$ cat config.mk
export PLATFORM = sky130hd
export DESIGN_NAME = dds_cmd_decoder_flat
export DESIGN_NICKNAME = d
export VERILOG_FILES = /design/src/rtl/dds_cmd_pkg.sv /design/src/rtl/dds_cmd_decoder_if.sv /design/src/rtl/dds_readback_mux.sv /design/src/rtl/dds_cmd_decoder.sv /design/src/flat_wrapper.sv
export SDC_FILE = /design/constraint.sdc
export NUM_CORES = 1
export LEC_CHECK = 0
export CAP_MARGIN = 10
export CORE_MARGIN = 2
export CORE_UTILIZATION = 52
export CTS_CLUSTER_DIAMETER = 50
export DETAILED_ROUTE_END_ITERATION = 8
export GPL_TIMING_DRIVEN = 0
export HOLD_SLACK_MARGIN = 0.03
export PLACE_DENSITY = 0.77
export SYNTH_ARGS = -nofsm -noshare
export SYNTH_HDL_FRONTEND = slang
export SYNTH_SLANG_ARGS = --single-unit
$ cat constraint.sdc
create_clock -name clk -period 2.11 [get_ports clk]
set_input_delay 0.3165 -clock clk [delete_from_list [all_inputs] [get_ports clk]]
set_output_delay 0.3165 -clock clk [all_outputs]
set_load 0.05 [all_outputs]
$ cat src/rtl/dds_cmd_pkg.sv
// Shared definitions for the DDS command decoder.
// Holds the opcode values, the FSM state encoding, the readback selector codes and
// the saturating-increment helper used by the error counter. The spi_slave bench
// reuses the opcodes from here.
package dds_cmd_pkg;

    localparam logic [7:0] OP_NOP    = 8'h00;
    localparam logic [7:0] OP_FTW_LO = 8'h10;
    localparam logic [7:0] OP_FTW_HI = 8'h11;
    localparam logic [7:0] OP_PHASE  = 8'h20;
    localparam logic [7:0] OP_AMP    = 8'h30;
    localparam logic [7:0] OP_WAVE   = 8'h40;
    localparam logic [7:0] OP_COMMIT = 8'h50;
    localparam logic [7:0] OP_RDBK   = 8'h60;

    localparam logic [7:0] SEL_FTW_LO = 8'd0;
    localparam logic [7:0] SEL_FTW_HI = 8'd1;
    localparam logic [7:0] SEL_PHASE  = 8'd2;
    localparam logic [7:0] SEL_AMP    = 8'd3;
    localparam logic [7:0] SEL_WAVE   = 8'd4;
    localparam logic [7:0] SEL_ERR    = 8'd5;

    localparam logic [23:0] RDBK_BAD = 24'hEEEEEE;

    typedef enum logic [1:0] {
        ST_IDLE    = 2'd0,
        ST_EXEC    = 2'd1,
        ST_REPLY   = 2'd2,
        ST_RELEASE = 2'd3
    } state_e;

    // Increment that sticks at all-ones instead of wrapping.
    function automatic logic [7:0] sat_inc8(input logic [7:0] v);
        if (v == 8'hFF) begin
            return v;
        end else begin
            return v + 8'd1;
        end
    endfunction

endpackage

$ cat src/rtl/dds_cmd_decoder_if.sv
// SPI slave <-> command decoder handshake bundle.
//   rd_data_available / rd_data / rd_ack : incoming 32-bit command frames
//   wr_buffer_free / wr_en / wr_data     : outgoing 24-bit readback replies
// master = spi_slave side, slave = decoder side.
interface dds_cmd_decoder_if;
    logic        rd_data_available;
    logic [31:0] rd_data;
    logic        rd_ack;
    logic        wr_buffer_free;
    logic        wr_en;
    logic [23:0] wr_data;

    modport master (
        output rd_data_available, rd_data, wr_buffer_free,
        input  rd_ack, wr_en, wr_data
    );

    modport slave (
        input  rd_data_available, rd_data, wr_buffer_free,
        output rd_ack, wr_en, wr_data
    );
endinterface

$ cat src/rtl/dds_readback_mux.sv
// Registered readback multiplexer.
// Ports: clk, reset (sync, active-high), load_i captures a new reply, sel_i picks
// the live register, ftw_i/phase_i/amp_i/wave_i/err_i are the live values,
// reply_o is the captured 24-bit reply (zero after reset).
module dds_readback_mux
    import dds_cmd_pkg::*;
#(
    parameter int PHASE_W = 12,
    parameter int AMP_W   = 10
) (
    input  logic               clk,
    input  logic               reset,
    input  logic               load_i,
    input  logic [7:0]         sel_i,
    input  logic [31:0]        ftw_i,
    input  logic [PHASE_W-1:0] phase_i,
    input  logic [AMP_W-1:0]   amp_i,
    input  logic [1:0]         wave_i,
    input  logic [7:0]         err_i,
    output logic [23:0]        reply_o
);

    logic [23:0] reply_d;
    logic [23:0] reply_q;

    // Select the reply word for the requested live register.
    always_comb begin
        reply_d = RDBK_BAD;
        case (sel_i)
            SEL_FTW_LO: reply_d = ftw_i[23:0];
            SEL_FTW_HI: reply_d = {16'h0000, ftw_i[31:24]};
            SEL_PHASE:  reply_d = 24'(phase_i);
            SEL_AMP:    reply_d = 24'(amp_i);
            SEL_WAVE:   reply_d = {22'h000000, wave_i};
            SEL_ERR:    reply_d = {16'h0000, err_i};
            default:    reply_d = RDBK_BAD;
        endcase
    end

    // Capture the reply when a readback executes; hold it otherwise.
    always_ff @(posedge clk) begin
        if (reset) begin
            reply_q <= 24'h000000;
        end else if (load_i) begin
            reply_q <= reply_d;
        end else begin
            reply_q <= reply_q;
        end
    end

    assign reply_o = reply_q;

endmodule

$ cat src/rtl/dds_cmd_decoder.sv
// DDS command decoder.
// Takes {payload[23:0], opcode[7:0]} frames from the SPI slave, loads shadow
// registers, commits them to the live DDS controls, and answers readbacks.
// Ports: clk, reset (sync, active-high), bus (slave modport: frame in, reply out),
// ftw/phase/amplitude/wave_sel live DDS controls, dds_update commit pulse,
// err_count saturating unknown-opcode counter.
module dds_cmd_decoder
    import dds_cmd_pkg::*;
#(
    parameter int              PHASE_W   = 12,
    parameter int              AMP_W     = 10,
    parameter logic [AMP_W-1:0] AMP_RESET = 10'h3FF
) (
    input  logic               clk,
    input  logic               reset,
    dds_cmd_decoder_if.slave   bus,
    output logic [31:0]        ftw,
    output logic [PHASE_W-1:0] phase,
    output logic [AMP_W-1:0]   amplitude,
    output logic [1:0]         wave_sel,
    output logic               dds_update,
    output logic [7:0]         err_count
);

    state_e             state_q;
    logic [31:0]        cmd_q;
    logic [31:0]        sh_ftw_q;
    logic [PHASE_W-1:0] sh_phase_q;
    logic [AMP_W-1:0]   sh_amp_q;
    logic [1:0]         sh_wave_q;
    logic [31:0]        ftw_q;
    logic [PHASE_W-1:0] phase_q;
    logic [AMP_W-1:0]   amp_q;
    logic [1:0]         wave_q;
    logic [7:0]         err_q;
    logic               rd_ack_q;
    logic               wr_en_q;
    logic               commit_q;
    logic               dds_update_q;
    logic [7:0]         op_s;
    logic [23:0]        pl_s;
    logic               rdbk_load_s;
    logic [23:0]        reply_s;

    assign op_s        = cmd_q[7:0];
    assign pl_s        = cmd_q[31:8];
    assign rdbk_load_s = (state_q == ST_EXEC) && (op_s == OP_RDBK);

    // Command FSM plus shadow/live register file.
    always_ff @(posedge clk) begin
        if (reset) begin
            state_q      <= ST_IDLE;
            cmd_q        <= 32'h0000_0000;
            sh_ftw_q     <= 32'h0000_0000;
            sh_phase_q   <= '0;
            sh_amp_q     <= AMP_RESET;
            sh_wave_q    <= 2'd0;
            ftw_q        <= 32'h0000_0000;
            phase_q      <= '0;
            amp_q        <= AMP_RESET;
            wave_q       <= 2'd0;
            err_q        <= 8'h00;
            rd_ack_q     <= 1'b0;
            wr_en_q      <= 1'b0;
            commit_q     <= 1'b0;
            dds_update_q <= 1'b0;
        end else begin
            rd_ack_q     <= 1'b0;
            wr_en_q      <= 1'b0;
            commit_q     <= 1'b0;
            // Delay the update pulse one cycle so it trails the live values.
            dds_update_q <= commit_q;
            case (state_q)
                ST_IDLE: begin
                    if (bus.rd_data_available) begin
                        cmd_q   <= bus.rd_data;
                        state_q <= ST_EXEC;
                    end else begin
                        state_q <= ST_IDLE;
                    end
                end
                ST_EXEC: begin
                    rd_ack_q <= 1'b1;
                    state_q  <= (op_s == OP_RDBK) ? ST_REPLY : ST_RELEASE;
                    case (op_s)
                        OP_NOP:    begin end
                        OP_FTW_LO: sh_ftw_q[23:0]  <= pl_s;
                        OP_FTW_HI: sh_ftw_q[31:24] <= pl_s[7:0];
                        OP_PHASE:  sh_phase_q      <= pl_s[PHASE_W-1:0];
                        OP_AMP:    sh_amp_q        <= pl_s[AMP_W-1:0];
                        OP_WAVE:   sh_wave_q       <= pl_s[1:0];
                        OP_COMMIT: begin
                            ftw_q    <= sh_ftw_q;
                            phase_q  <= sh_phase_q;
                            amp_q    <= sh_amp_q;
                            wave_q   <= sh_wave_q;
                            commit_q <= 1'b1;
                        end
                        OP_RDBK:   begin end
                        default:   err_q <= sat_inc8(err_q);
                    endcase
                end
                ST_REPLY: begin
                    if (bus.wr_buffer_free) begin
                        wr_en_q <= 1'b1;
                        state_q <= ST_RELEASE;
                    end else begin
                        state_q <= ST_REPLY;
                    end
                end
                ST_RELEASE: begin
                    // The slave keeps the frame up until its SPI transfer ends.
                    if (!bus.rd_data_available) begin
                        state_q <= ST_IDLE;
                    end else begin
                        state_q <= ST_RELEASE;
                    end
                end
                default: state_q <= ST_IDLE;
            endcase
        end
    end

    dds_readback_mux #(
        .PHASE_W (PHASE_W),
        .AMP_W   (AMP_W)
    ) u_rdbk (
        .clk     (clk),
        .reset   (reset),
        .load_i  (rdbk_load_s),
        .sel_i   (pl_s[7:0]),
        .ftw_i   (ftw_q),
        .phase_i (phase_q),
        .amp_i   (amp_q),
        .wave_i  (wave_q),
        .err_i   (err_q),
        .reply_o (reply_s)
    );

    assign bus.rd_ack  = rd_ack_q;
    assign bus.wr_en   = wr_en_q;
    assign bus.wr_data = reply_s;
    assign ftw         = ftw_q;
    assign phase       = phase_q;
    assign amplitude   = amp_q;
    assign wave_sel    = wave_q;
    assign dds_update  = dds_update_q;
    assign err_count   = err_q;

endmodule

$ cat src/flat_wrapper.sv
// flat-port wrapper written by rule: the top's interface ports become plain ports
module dds_cmd_decoder_flat import dds_cmd_pkg::*;
#(
    parameter int              PHASE_W   = 12,
    parameter int              AMP_W     = 10,
    parameter logic [AMP_W-1:0] AMP_RESET = 10'h3FF
)
  (clk, reset, ftw, phase, amplitude, wave_sel, dds_update, err_count, bus_rd_data_available, bus_rd_data, bus_wr_buffer_free, bus_rd_ack, bus_wr_en, bus_wr_data);
  dds_cmd_decoder_if bus_i ();
  input  logic clk;
  input  logic reset;
  output logic [31:0] ftw;
  output logic [PHASE_W-1:0] phase;
  output logic [AMP_W-1:0] amplitude;
  output logic [1:0] wave_sel;
  output logic dds_update;
  output logic [7:0] err_count;
  input wire logic [$bits(bus_i.rd_data_available)-1:0] bus_rd_data_available;
  input wire logic [$bits(bus_i.rd_data)-1:0] bus_rd_data;
  input wire logic [$bits(bus_i.wr_buffer_free)-1:0] bus_wr_buffer_free;
  output wire logic [$bits(bus_i.rd_ack)-1:0] bus_rd_ack;
  output wire logic [$bits(bus_i.wr_en)-1:0] bus_wr_en;
  output wire logic [$bits(bus_i.wr_data)-1:0] bus_wr_data;
  assign bus_i.rd_data_available = bus_rd_data_available;
  assign bus_i.rd_data = bus_rd_data;
  assign bus_i.wr_buffer_free = bus_wr_buffer_free;
  assign bus_rd_ack = bus_i.rd_ack;
  assign bus_wr_en = bus_i.wr_en;
  assign bus_wr_data = bus_i.wr_data;
  dds_cmd_decoder #(.PHASE_W(PHASE_W), .AMP_W(AMP_W), .AMP_RESET(AMP_RESET)) u_core (.clk(clk), .reset(reset), .bus(bus_i), .ftw(ftw), .phase(phase), .amplitude(amplitude), .wave_sel(wave_sel), .dds_update(dds_update), .err_count(err_count));
endmodule
Word-level counts from Yosys, hierarchy flattened --
Index checks and enable logic that the tools add are counted.
Cells by class: add/sub/neg operators 1, multiply operators 0, divide/modulo/power cells 0, $lt $le $gt $ge 0, equality and inequality tests 16, shift-type cells 0, multiplexer cells 9, bitwise operators 4, reductions and logical operators 15
Operator list (number):
- $pmux W24 S6 | 1
- $eq A8 B7 Y1 const B | 3
- $eq A8 B2 Y1 const B | 2
- $eq A8 B3 Y1 const B | 2
- $eq A8 B5 Y1 const B | 2
- $eq A8 B6 Y1 const B | 2
- $logic_not A8 Y1 | 2
- $reduce_and A2 Y1 | 7
- $add A8 B1 Y8 const B | 1
- $eq A8 B1 Y1 const B | 1
- $eq A8 B8 Y1 const B | 1
- $pmux W2 S4 | 1
- $reduce_or A8 Y1 | 1
- $mux W1 | 6
- $eq A2 B2 Y1 const B | 2
- $not A1 Y1 | 4
- $reduce_or A2 Y1 | 2
- $reduce_and A3 Y1 | 1
- $eq A2 B1 Y1 const B | 1
- $logic_not A2 Y1 | 1
- $mux W2 | 1
- $logic_and A1 B1 Y1 | 1
Storage, ports and cells: flip-flop bits (word level) 182, bits in latches 0, bits in writable memories 0, ROM bits 0, input port bits 36, output and inout bits 91, word-level logic and storage cells 62, memories kept 0

Logic depth before layout (Yosys ltp) --
Gate-level depths: netlist (run 1).
depth after elaboration 4, gate-level depth with buffers 7, mapped depth without buffers 4

Hierarchy --
A second synthesis (run 1) with hierarchy kept.
Unflattened totals: cell total of the unflattened synthesis 848, area total of the unflattened synthesis 7050.5 µm²
By module, submodules not included:
- dds_cmd_decoder | instances 1, cells an instance 697, area an instance 5708.0 µm², seq. area each 3163.0 µm²
- dds_readback_mux | instances 1, cells an instance 151, area an instance 1342.5 µm², seq. area each 480.5 µm²

Worst setup path before layout (run 1) --
No wires, ideal clock.
path type register to register, start reg u_core.err_q[2], in the netlist u_core.err_count[2], end reg u_core.err_q[6], in the netlist u_core.err_count[6], library setup time 101 ps, arrival 1743 ps, required time 2009 ps, setup slack 266 ps, stages on the path, launching flop included 6, path buffers 1, period minus slack after synthesis 1844 ps, cell sequence dfxtp_1 and4_1 a41o_1 clkbuf_1 o311ai_0 o41ai_1
Between the ends: longest elaborated chain between the ends 3, elaborated cells between the ends (all ways) 4, those cells by class add/sub: 1; eq/ne: 1; bitwise: 1; reduce/logical: 1
Ends and longest elaborated chain:
- start, declared | line dds_cmd_decoder.sv:35 | logic [7:0] err_q;
- start signal, assigned | line dds_cmd_decoder.sv:100 | default: err_q <= sat_inc8(err_q);
- branches (longest 3 deep; another with $add A8 B1 Y8)
Parallel ways; which one is timed is not known. A chain may end at the register's enable or synchronous reset.

Worst setup path in the final report (run 1) --
start reg u_core.err_q[5], in the netlist u_core.err_count[5], end out err_count[5]
RTL lines:
- end, declared | line flat_wrapper.sv:17 | output logic [7:0] err_count;
No word-level cell between the ends.

==> impl_metrics.json, run 1 <==
{
  "status": "finished clean",
  "synth_edf_count": 0,
  "critPathArrivalTime_ns": 1.76,
  "die_area_um2": 14500,
  "clkTransAtPathRegs_ns": 0.06,
  "synth_fp_nets": 839,
  "drive_above_1_share": 0.0800,
  "slew_headroom": 0.531,
  "worstHoldStart": "reset",
  "num_rows": 42,
  "synthArstFlopShare": 0,
  "final-setup-viol-count": 0,
  "hpwl_um": 14500,
  "finalNetCount": 988,
  "crit_required_ns": 1.79,
  "end_kind": "output pin",
  "crit_buf_inv": 1,
  "ioPinCount": 127,
  "grt_pass1_vias": 5794,
  "rsz0062_at_grt": "false",
  "startpoint_type": "flop",
  "p_comb_frac": 0.080,
  "synth.most_common_cell": "nand2_1",
  "tightest_slew_ns": 0.701,
  "yosys-top-cells-count": "205 x nand2_1, 182 x dfxtp_1, 104 x a21oi_1",
  "grt_max_degree": 17,
  "clkPwrFrac": 0.431,
  "switching_share": 0.232,
  "reg2regPathDepth": 4,
  "skew_ns": 0.00719,
  "critPathTopFamily": "buffers and inverters",
  "die_w_um": 121,
  "synthTopCellsByArea": "dfxtp_1 52%, nand2_1 11%, mux2i_1 9.1%",
  "fp.dieH_um": 121,
  "synth.distinct_cells": 48,
  "vias": 6323,
  "syn_area_um2": 7070,
  "rrSetupSlack_ns": 0.06,
  "maxSlewViolCount": 0,
  "max_freq_ghz": 0.482,
  "grt_first_pass_wirelength_um": 31200,
  "place_ws_ns": -0.0661,
  "wl_per_cell_um": 17.8,
  "syn2layout_area_growth_pct": 30.1,
  "synth_flop_cell": "dfxtp_1",
  "grt_util_all_layers": 0.281,
  "ys_warn_count": 0,
  "netlist_instances": 802,
  "fin_ws_ns": 0.0337,
  "cts_max_level": 4,
  "grt.overflow.total": 0,
  "crit_fanout": 5,
  "routed_wl_um": 20300,
  "synth_top_area_frac": 0.516,
  "diodes": 0,
  "r2r_end": "u_core.u_rdbk.reply_o[5]",
  "p_seq_frac": 0.489,
  "r2r-start": "u_core.cmd_q[5]",
  "critPathMaxStageDelay_ns": 0.87,
  "clock-sinks": 182,
  "final.period_utilization": 0.984,
  "slowest_stage": "clkdlybuf4s50_1",
  "drtIter0Drc": 538,
  "cts_made_buffers": 17,
  "finalHoldViolCount": 0,
  "ir_drop_uv": 594,
  "syn_avg_cell_area_um2": 8.81,
  "clock_tree.root_cell": "clkbuf_16",
  "portBuffers": 125,
  "min_to": "u_core.bus.wr_en",
  "drtAntennaViolNets": 0,
  "path_class": "flop to output pin",
  "drv_cap": 0,
  "routed_via_density": 5.55,
  "cts_tree": "built",
  "power_w": 0.00727,
  "crit_chain": "clkdlybuf4s50_1",
  "drcViolationCount": 0,
  "clk_latency_ns": 0.42,
  "gp_congestion": 0.882,
  "antenna_found_initial": 0,
  "power.density_nw_per_um2": 790,
  "ys_ff_latch": 182,
  "coreArea_um2": 13200,
  "yosys.area.top_type": "dfxtp_1",
  "yosysSeqAreaShare": 0.516,
  "p_leak_nw": 3.81,
  "start_util": 0.534,
  "dr.pass1.iters": 5,
  "period_needed_ns": 2.08,
  "switching_power_w": 0.00169,
  "power.internal_w": 0.00558,
  "hold_path.class": "primary input to flop",
  "clk_path_buf_depth": 2,
  "hold_path_depth": 2
}
-- cells by family after synthesis --
| kind of cell | share of synthesized area |
|---|---|
| DFF | 0.516 |
| AOI/OAI and AO/OA | 0.129 |
| adders and majority gates | 0.00177 |
| buffers and inverters | 0.0363 |
| muxes | 0.116 |
| and+or+nand+nor | 0.202 |
-- metal layers --
| layer | part of all wire | track usage | wire, µm | up-vias |
|---|---|---|---|---|
| met5 | 0 | 0 | 0 | - |
| met4 | 0.025 | 0.110 | 510 | 0 |
| li1 | - | - | - | 3040 |
| met1 | 0.42 | 0.368 | 8430 | 2989 |
| met3 | 0.066 | 0.0467 | 1340 | 38 |
| met2 | 0.49 | 0.466 | 10000 | 256 |
-- worst max-delay path by stage --
stage	startpoint	endpoint	slack, ns	depth (start not counted)
after floorplan	u_core.err_count[2]	u_core.err_count[6]	0.27	5
after global placement	bus_rd_data_available	u_core.cmd_q[10]	-0.02	6
after detailed placement	bus_rd_data_available	u_core.cmd_q[10]	-0.07	6
after CTS	u_core.err_count[2]	err_count[2]	0.002	1
after global routing	u_core.cmd_q[5]	u_core.u_rdbk.reply_o[3]	0.009	4
final	u_core.err_count[5]	err_count[5]	0.03	1
-- state kept, by name (all words and copies together) (netlist names) --
signal / cells
u_core.amplitude: 10
u_core.bus.rd_ack: 1
u_core.bus.wr_en: 1
u_core.cmd_q: 32
u_core.commit_q: 1
u_core.dds_update: 1
u_core.err_count: 8
u_core.ftw: 32
u_core.phase: 12
u_core.sh_amp_q: 10
u_core.sh_ftw_q: 32
u_core.sh_phase_q: 12
u_core.sh_wave_q: 2
u_core.state_q: 2
u_core.u_rdbk.reply_o: 24
u_core.wave_sel: 2
-- cells in the final DEF, fill, tap and decap left out, types with 15 or more instances in the layout --
| cell | Yosys | final |
|---|---|---|
| clkdlybuf4s50_1 | 0 | 119 |
| buf_2 | 16 | 16 |
| nor2_1 | 58 | 58 |
| nand3_1 | 15 | 15 |
| mux2i_1 | 64 | 64 |
| a21oi_1 | 104 | 104 |
| nand2_1 | 205 | 205 |
| o21ai_0 | 21 | 21 |
| clkbuf_16 | 0 | 17 |
| clkbuf_1 | 39 | 42 |
| dfxtp_1 | 182 | 182 |
-- worst register-to-register path, delay by kind of cell, from the launching register on --
family           cells  cell delay [ns]
flip-flops           1             0.47
AO/OA/AOI/OAI        1             0.16
AND/OR/NAND/NOR      3             1.28
-- layout make-up --
class	count	area, µm²
Sequential cell	182	3640
Timing Repair Buffer	130	1310
Inverter	3	11.3
Clock buffer	24	492
Tap cell	176	220
Clock inverter	7	93.8
Buffer	58	245
Multi-Input combinational cell	559	3180
Fill cell	1101	4050
-- power by group through the flow --
stage | registers (W) | logic [W] | clock network [W]
6_report | 0.00355 | 0.000585 | 0.00313
5_1_grt | 0.00355 | 0.000635 | 0.00329
3_3_place_gp | 0.00362 | 0.000553 | 0
4_1_cts | 0.00355 | 0.000562 | 0.00314
2_1_floorplan | 0.00362 | 0.000341 | 0
3_5_place_dp | 0.00362 | 0.000557 | 0
-- timing repair --
item                       CTS  global route
cloned                       0             0
hold buffers                 0             0
buffers inserted             0             5
resized for setup            1             7
pin swaps                    0             3
setup endpoints to repair    1            59
-- metrics by stage --
step	utilization	setup TNS, ns	area, µm²	hold WS (ns)	instances
after floorplan	-	0	7070	0.414	802
after global placement	0.645	-0.0181	8540	0.424	1103
after detailed placement	0.645	-0.336	8540	0.436	1103
after CTS	0.689	0	9120	0.346	1134
after global routing	0.694	0	9190	0.426	1139
final	0.694	0	9190	0.378	1139
Note: power is estimated with default switching activity, not from simulation.
==> run 2, diff against run 1 <==
- CTS_CLUSTER_DIAMETER: 50 -> 40
- GPL_TIMING_DRIVEN: 0 -> unset
==> impl_metrics.json, run 2 (synthesis gave the netlist of run 1 again) <==
{
  "status": "finished clean",
  "period_needed_ns": 2.05,
  "clk_latency_ns": 0.43,
  "rsz0062_at_grt": "false",
  "rrSetupSlack_ns": 0.22,
  "cts_tree": "built",
  "mostFrequentLayoutCell": "nand2_1",
  "place_ws_ns": 0.157,
  "crit_chain": "clkdlybuf4s50_1",
  "wl_per_cell_um": 17.2,
  "clock-sinks": 182,
  "hold_path_depth": 3,
  "cts_max_level": 4,
  "min_to": "u_core.err_count[6]",
  "ir_drop_uv": 593,
  "drcViolationCount": 0,
  "critPathMaxStageDelay_ns": 0.86,
  "grt_util_all_layers": 0.263,
  "grt_pass1_vias": 5679,
  "layout.cells.non_filler": 1101,
  "clk_path_buf_depth": 2,
  "crit_fanout": 5,
  "finalNetCount": 949,
  "diodes": 0,
  "max_freq_ghz": 0.487,
  "crit_required_ns": 1.79,
  "drv_cap": 0,
  "die_area_um2": 14500,
  "clock_tree.root_cell": "clkbuf_16",
  "power.density_nw_per_um2": 826,
  "fin_tns_setup_ns": 0,
  "finalHoldViolCount": 0,
  "maxSlewViolCount": 0,
  "routed_via_density": 5.59,
  "slowest_stage": "clkdlybuf4s50_1",
  "fill_cells": 1061,
  "final.period_utilization": 0.974,
  "grt_first_pass_wirelength_um": 29800,
  "placed_cells": 1068,
  "clkTransAtPathRegs_ns": 0.06,
  "end_kind": "output pin",
  "die_w_um": 121,
  "reg2regPathDepth": 5,
  "multiInputGateArea_um2": 3170,
  "tightest_slew_ns": 0.673,
  "fin_ws_ns": 0.0551,
  "startpoint_type": "flop",
  "dr.pass1.iters": 6,
  "r2r-start": "u_core.state_q[0]",
  "critPathTopFamily": "buffers and inverters",
  "path_class": "flop to output pin",
  "hold_path.class": "primary input to flop",
  "critPathArrivalTime_ns": 1.74,
  "final_cell_mix": "205 x nand2_1, 182 x dfxtp_1, 120 x clkdlybuf4s50_1",
  "cts_made_buffers": 17,
  "grt.overflow.total": 0,
  "fin_util": 0.695,
  "final-setup-viol-count": 0,
  "antenna_found_initial": 0,
  "drtAntennaViolNets": 0,
  "gp_congestion": 0.874,
  "grt_max_degree": 141,
  "start_util": 0.534,
  "worstHoldStart": "reset",
  "drtIter0Drc": 514,
  "hpwl_um": 12700,
  "coreArea_um2": 13200,
  "dpl_cell_area_um2": 8520,
  "post-route-cell-area_um2": 9200,
  "skew_ns": 0.00654,
  "routed_wl_um": 19000,
  "fp.dieH_um": 121,
  "portBuffers": 126,
  "slew_headroom": 0.551,
  "vias": 6156,
  "r2r_end": "u_core.u_rdbk.reply_o[6]",
  "syn2layout_area_growth_pct": 30.2,
  "ioPinCount": 127,
  "p_leak_nw": 3.80,
  "num_rows": 42,
  "crit_buf_inv": 1,
  "drive_above_1_share": 0.0865,
  "regArea_um2": 3640
}
==> run 2: changes by cell type in the layout (fill, tap and decap cells not counted), sizes merged <==
cell / before / now
clkbuf: 63 / 21
clkinv: 3 / 2
clkdlybuf4s50: 119 / 120
bufinv: 2 / 5
clkinvlp: 2 / 3
inv: 3 / 4
dlymetal6s2s: 5 / 4
==> run 2: worst max-delay path by stage <==
| stage | from | to | slack [ns] | depth (start not counted) |
|---|---|---|---|---|
| global placement | u_core.cmd_q[12] | u_core.u_rdbk.reply_o[12] | 0.24 | 4 |
| CTS | u_core.err_count[0] | err_count[0] | 0.01 | 1 |
| finish | u_core.err_count[5] | err_count[5] | 0.06 | 1 |
| floorplan | u_core.err_count[2] | u_core.err_count[6] | 0.27 | 5 |
| global route | u_core.err_count[4] | err_count[4] | 0.02 | 1 |
| detailed placement | u_core.cmd_q[12] | u_core.u_rdbk.reply_o[16] | 0.16 | 4 |
==> run 2: area by class of cell <==
class	count	area share
multi-input cells	559	0.344
flip-flops and latches	182	0.396
inverters	3	0.00122
repair buffers	149	0.163
clock buffers	21	0.0500
clock inverters	11	0.0212
well taps	176	0.0239
==> run 2: layer usage <==
metal	track usage	up-vias	wire length, µm
li1	-	2954	-
met3	0.0462	40	1080
met1	0.339	2935	7970
met5	0	-	0
met2	0.435	227	9400
met4	0.115	0	546
==> run 2: metrics by stage <==
stage | hold slack, ns | power [W]
6_report | 0.204 | 0.00760
5_1_grt | 0.204 | 0.00784
4_1_cts | 0.194 | 0.00762
3_5_place_dp | 0.429 | 0.00418
3_3_place_gp | 0.422 | 0.00416
2_1_floorplan | 0.414 | 0.00397
==> run 2: repair_timing <==
action	in CTS	in global routing
pin swaps	0	1
hold buffers	0	0
gates cloned	0	0
gates resized for setup	1	4
buffers inserted	0	1
endpoints found under the setup margin	1	8
==> run 2: power by group <==
part | internal [W] | switching, W
Sequential | 0.00349 | 0.0000692
Clock | 0.00217 | 0.00132
Combinational | 0.000225 | 0.000328
